[config.mk]
export PLATFORM = sky130hd
export DESIGN_NAME = gnr_cycle_ctrl
export DESIGN_NICKNAME = d
export VERILOG_FILES = /design/src/rtl/gnr_cycle_ctrl.sv
export SDC_FILE = /design/constraint.sdc
export NUM_CORES = 1
export LEC_CHECK = 0
export CAP_MARGIN = 20
export CORE_ASPECT_RATIO = 1.1
export CORE_MARGIN = 8
export CORE_UTILIZATION = 56
export DETAILED_ROUTE_END_ITERATION = 10
export PLACE_DENSITY = 0.84
export SKIP_LAST_GASP = 1
export SYNTH_ARGS = -nofsm -noshare
export SYNTH_HDL_FRONTEND = slang
export SYNTH_SLANG_ARGS = --single-unit
export TNS_END_PERCENT = 100
[constraint.sdc]
create_clock -name clk -period 4 [get_ports clk]
set_clock_uncertainty 0.05 [all_clocks]
set_input_delay 0.4 -clock clk [delete_from_list [all_inputs] [get_ports clk]]
set_output_delay 0.4 -clock clk [all_outputs]
set_load 0.01 [all_outputs]
[src/rtl/gnr_cycle_ctrl.sv]
// Sweep sequencer for the gnr node array: loads each initial state, steps the
// slow/fast lanes Floyd-style and emits one attractor/timeout record per state.
module gnr_cycle_ctrl #(
    parameter int N_NODES = 8,
    parameter int STEP_W  = 16
) (
    input  logic               clk,
    input  logic               rst,
    input  logic               start,
    input  logic [N_NODES-1:0] init_base,
    input  logic [N_NODES:0]   num_inits,
    input  logic [STEP_W-1:0]  max_steps,
    input  logic [N_NODES-1:0] stat_s0,
    input  logic [N_NODES-1:0] stat_s1,
    output logic               reset_nos,
    output logic [N_NODES-1:0] init_state,
    output logic               start_s0,
    output logic               start_s1,
    output logic               res_valid,
    input  logic               res_ready,
    output logic [N_NODES-1:0] res_init,
    output logic [STEP_W-1:0]  res_steps,
    output logic               res_timeout,
    output logic               busy,
    output logic               done
);
    typedef enum logic [2:0] {IDLE, LOAD, STEP, CHECK, EMIT, DONE} state_t;

    state_t               state_q, state_d;
    logic [N_NODES-1:0]   cur_q, cur_d;
    logic [N_NODES:0]     idx_q, idx_d;
    logic [N_NODES:0]     num_q, num_d;
    logic [STEP_W-1:0]    max_q, max_d;
    logic [STEP_W-1:0]    step_cnt_q, step_cnt_d;
    logic                 reset_nos_q, reset_nos_d;
    logic [N_NODES-1:0]   init_state_q, init_state_d;
    logic                 strobe_q, strobe_d;
    logic                 res_valid_q, res_valid_d;
    logic [STEP_W-1:0]    res_steps_q, res_steps_d;
    logic                 res_timeout_q, res_timeout_d;
    logic                 busy_q, busy_d;
    logic                 done_q, done_d;
    logic                 match;

    // Odd steps are skipped: after step 1 both lanes trivially hold f(x).
    assign match = ~step_cnt_q[0] && (step_cnt_q >= STEP_W'(2)) && (stat_s0 == stat_s1);

    always_comb begin
        state_d       = state_q;
        cur_d         = cur_q;
        idx_d         = idx_q;
        num_d         = num_q;
        max_d         = max_q;
        step_cnt_d    = step_cnt_q;
        res_steps_d   = res_steps_q;
        res_timeout_d = res_timeout_q;
        case (state_q)
            IDLE: if (start) begin
                num_d   = num_inits;
                max_d   = max_steps;
                cur_d   = init_base;
                idx_d   = '0;
                state_d = (num_inits == '0) ? DONE : LOAD;
            end
            LOAD: begin
                step_cnt_d = '0;
                state_d    = STEP;
            end
            STEP: begin
                step_cnt_d = (step_cnt_q == {STEP_W{1'b1}}) ? step_cnt_q : step_cnt_q + STEP_W'(1);
                state_d    = CHECK;
            end
            CHECK: begin
                if (match) begin
                    res_timeout_d = 1'b0;
                    res_steps_d   = step_cnt_q;
                    state_d       = EMIT;
                end else if (step_cnt_q >= max_q) begin
                    res_timeout_d = 1'b1;
                    res_steps_d   = step_cnt_q;
                    state_d       = EMIT;
                end else begin
                    state_d = STEP;
                end
            end
            EMIT: if (res_ready) begin
                idx_d   = idx_q + (N_NODES+1)'(1);
                cur_d   = cur_q + N_NODES'(1);
                state_d = (idx_q + (N_NODES+1)'(1) == num_q) ? DONE : LOAD;
            end
            DONE:    state_d = IDLE;
            default: state_d = IDLE;
        endcase

        // Outputs are decoded from the next state so they register in step with it.
        reset_nos_d  = (state_d == LOAD);
        init_state_d = (state_d == LOAD) ? cur_d : '0;
        strobe_d     = (state_d == STEP);
        res_valid_d  = (state_d == EMIT);
        busy_d       = (state_d != IDLE);
        done_d       = (state_d == DONE);
    end

    always_ff @(posedge clk or posedge rst) begin
        if (rst) begin
            state_q       <= IDLE;
            cur_q         <= '0;
            idx_q         <= '0;
            num_q         <= '0;
            max_q         <= '0;
            step_cnt_q    <= '0;
            reset_nos_q   <= 1'b0;
            init_state_q  <= '0;
            strobe_q      <= 1'b0;
            res_valid_q   <= 1'b0;
            res_steps_q   <= '0;
            res_timeout_q <= 1'b0;
            busy_q        <= 1'b0;
            done_q        <= 1'b0;
        end else begin
            state_q       <= state_d;
            cur_q         <= cur_d;
            idx_q         <= idx_d;
            num_q         <= num_d;
            max_q         <= max_d;
            step_cnt_q    <= step_cnt_d;
            reset_nos_q   <= reset_nos_d;
            init_state_q  <= init_state_d;
            strobe_q      <= strobe_d;
            res_valid_q   <= res_valid_d;
            res_steps_q   <= res_steps_d;
            res_timeout_q <= res_timeout_d;
            busy_q        <= busy_d;
            done_q        <= done_d;
        end
    end

    assign reset_nos   = reset_nos_q;
    assign init_state  = init_state_q;
    assign start_s0    = strobe_q;
    assign start_s1    = strobe_q;
    assign res_valid   = res_valid_q;
    assign res_init    = cur_q;
    assign res_steps   = res_steps_q;
    assign res_timeout = res_timeout_q;
    assign busy        = busy_q;
    assign done        = done_q;
endmodule

==> key figures <==
Run status
  • Status: finished, final reports clean

Die
  • Die H: about 110 um
  • # IOs: between 90 and 100
  • Core ar.: 8233 um^2
  • Starting Density: 56.67%
  • Full die area: 11510 um^2
  • Die extent in x: 103.0 um
  • # rows: 35

Pwr
  • Combinational Power Share: 16.1%
  • Switching power total: 607.0 uW
  • Clock share of power: 32.1%
  • Power per cell area: between 300 and 400 nW/um^2
  • Leak pwr: 0.002802 uW
  • Reg power frac: 51.8%
  • Cell internal pwr: between 1000 and 1500 uW
  • Switching Share: 29.55%
  • VDD IR max: 0.3642 mV

Synth
  • Number of synthesized flops with an enable pin: 0
  • Synth Instances: 484
  • Post-synth net total: 556
  • Seq/Total Area, Yosys: 48.81%
  • Synth area leaders: dfrtp_1 (49%), nand2_1 (6.1%), ha_1 (5.1%)
  • Total number of yosys warnings: 0
  • Yosys top cell area share: 48.81%
  • Async SR Flop Fraction: 100.0%
  • Library cells used by synthesis: between 40 and 50
  • Commonest register cell after synthesis: dfrtp_1
  • Yosys reg bits: 91
  • Largest area contributor in the netlist: dfrtp_1
  • Syn avg cell area: 9.640 um^2
  • Post-Syn Area: between 4000 and 5000 um^2

Layout
  • Layout cell share with drive strength beyond 1: 7.465%
  • Post-layout net count: about 640
  • Area grow syn2layout: 25.74%
  • ANT cells: 0
  • # fillers: between 600 and 700
  • Layout Cells excl Fill: 687

STA
  • Slew Limit Fails: 0
  • Slew Limit Headroom: 36.89%
  • Final worst path period share: 75.36%
  • Final Critical Period: 3.014 ns
  • Final Setup Violations: 0
  • Worst slew pin tran: a little over 0.9 ns
  • Peak Freq: between 300 and 400 MHz
  • RSZ-0062 raised after global routing: false
  • Post-Route Setup TNS: 0 ns
  • Final Hold Viols: 0
  • Hold Slack: ~0.27 ns

Critical path
  • RR Endpoint: busy
  • Worst EP arrival: 3.16 ns
  • WP data required: 4.15 ns
  • Setup CP Type: register to register
  • CP Max Fanout: 13
  • Flop-to-flop setup slack: between 0.9 and 1 ns
  • Critical path endpoint category: register
  • Startpoint Class: register
  • Worst reg2reg path depth: 8
  • Reg-to-Reg Start: idx_q[0]

Clocking
  • TritonCTS clock tree: built
  • Clock transition at path regs: about 0.11 ns
  • Clock Latency Late Sink: about 0.37 ns
  • Num CTS Buffers: 9
  • CTS resizes: 0
  • Clock Tree Root: clkbuf_8
  • Post-CTS Hold Fix Bufs: 0
  • CTS max path bufs: 2
  • Number of setup buffers added after CTS: 0
  • Clock sink count: 91
  • H-Tree Depth: 3

GRT
  • Largest net degree at the start of global routing: 41
  • All-Layer GR Usage: 21.12%
  • Congestion Overflow GR: 0
  • First-pass GRT wire length: 19.19 mm
  • Number of global-route vias before repair: 4039
  • Initial antenna violation count: 0

Route
  • Routed via count: 3938
  • DRT Pass-1 Iters: 4
  • Initial DRC count: 221
  • DRC: 0
  • Routed len/inst: 16.91 um
  • Final wirelength: 11.61 mm
  • Final ANT Viol Nets: 0
  • Via density per instance: 5.732

Worst hold path
  • HP Class: input pin to async pin

Place
  • Buffers added on ports: 91
  • Detail Placement HPWL: between 8 and 9 mm
  • Placed insts: approximately 670
  • Final Wtd Congestion: 0.9179

Job
  • Number of max-cap violations: 0
-- cells by family after synthesis --
group,after synthesis,synth area share (%)
AOI/OAI and AO/OA,82,10.67
xor gates and xnor gates,32,6.007
adders and majority gates,19,5.095
buffers and inverters,42,4.049
DFF,91,48.81
muxes,22,5.846
and+or+nand+nor,196,19.52
-- synthesized netlist by cell type (2+ instances only) --
library cell   n
and4_1         3
nand2_1       76
a41oi_1        2
o21ai_0       35
xor2_1        22
and3_1        15
nand3_1       14
nor2b_1        3
xnor2_1       10
dfrtp_1       91
nor3_1         9
mux2_2        10
nand2b_1       2
buf_2          2
ha_1          19
a21oi_1       18
o31ai_1        5
o41ai_1        2
o22ai_1        5
nand4_1       11
and2_1         5
a21o_1         3
nor4_1         6
inv_1         21
nor3b_1        2
mux2i_1        4
clkbuf_1      15
nor2_1        45
a22o_1         2
mux2_4         8
-- metrics by stage --
| stage | cell area (um^2) | utilization, % | setup WS (ns) | power (uW) |
|---|---|---|---|---|
| after floorplan | 4666 | - | 1.186 | 1250 |
| after global placement | 5652 | 68.65 | 1.132 | 1393 |
| after detailed placement | 5652 | 68.65 | 1.038 | 1410 |
| after CTS | 5867 | 71.26 | 1.013 | 2066 |
| after global routing | 5867 | 71.26 | 0.6591 | 2162 |
| final | 5867 | 71.26 | 0.9857 | 2054 |
-- worst max-delay path: stages (launching register included) --
cell	delay (ns)
dfrtp_1	0.44
ha_1	0.28
nand2_1	0.16
o31ai_1	0.40
nor3_1	0.08
o311ai_0	0.32
o41ai_1	0.13
a41oi_1	0.77
o2111ai_1	0.21
-- final cells by class --
class	instances	area [um^2]	share of cell area, %
Clock inverter	7	91.34	1.557
Inverter	21	80.08	1.365
Tap cell	111	138.9	2.367
Clock buffer	9	123.9	2.111
Timing Repair Buffer	97	955.9	16.29
Multi-Input combinational cell	351	2200	37.49
Sequential cell	91	2277	38.81
-- power by group through the flow --
stage / combinational [uW] / sequential, uW / clock, uW
floorplan: 191 / 1060 / 0
global placement: 313 / 1080 / 0
detailed placement: 327 / 1080 / 0
CTS: 333 / 1060 / 669
global route: 379 / 1080 / 707
finish: 330 / 1060 / 660
-- state kept, by name, summed over array words and instances, names as in the netlist --
| register | cells |
|---|---|
| busy | 1 |
| done | 1 |
| idx_q | 9 |
| init_state | 8 |
| max_q | 16 |
| num_q | 9 |
| res_init | 8 |
| res_steps | 16 |
| res_timeout | 1 |
| res_valid | 1 |
| reset_nos | 1 |
| start_s0 | 1 |
| state_q | 3 |
| step_cnt_q | 16 |
-- how the worst max path moves through the flow --
stage                  start    to  slack (ns)  cells after the start
floorplan                rst  busy        1.19                      1
global placement    idx_q[0]  busy        1.13                      8
detailed placement  idx_q[0]  busy        1.04                      8
CTS                 idx_q[0]  busy        1.01                      8
global route        idx_q[0]  busy        0.66                      8
finish              idx_q[0]  busy        0.99                      8
-- metal layers --
| metal | share of wire, % | global-route usage, % |
|---|---|---|
| met3 | 6.0 | 4.245 |
| met2 | 54 | 37.31 |
| met1 | 38 | 23.81 |
| met4 | 2.1 | 8.599 |
| met5 | 0 | 0 |
-- placed cells by master, fill, tap and decap left out, types with 6 or more instances in the layout --
cell,synthesis,layout
inv_1,21,20
and3_1,15,15
clkdlybuf4s50_1,0,91
ha_1,19,19
buf_4,1,6
clkbuf_8,0,9
nor4_1,6,6
nor3_1,9,9
a21oi_1,18,18
xnor2_1,10,10
nor2_1,45,45
o21ai_0,35,35
dfrtp_1,91,91
nand2_1,76,76
xor2_1,22,22
mux2_4,8,8
mux2_2,10,10
nand3_1,14,14
nand4_1,11,11
No activity file was read; power rests on OpenSTA's default activity.
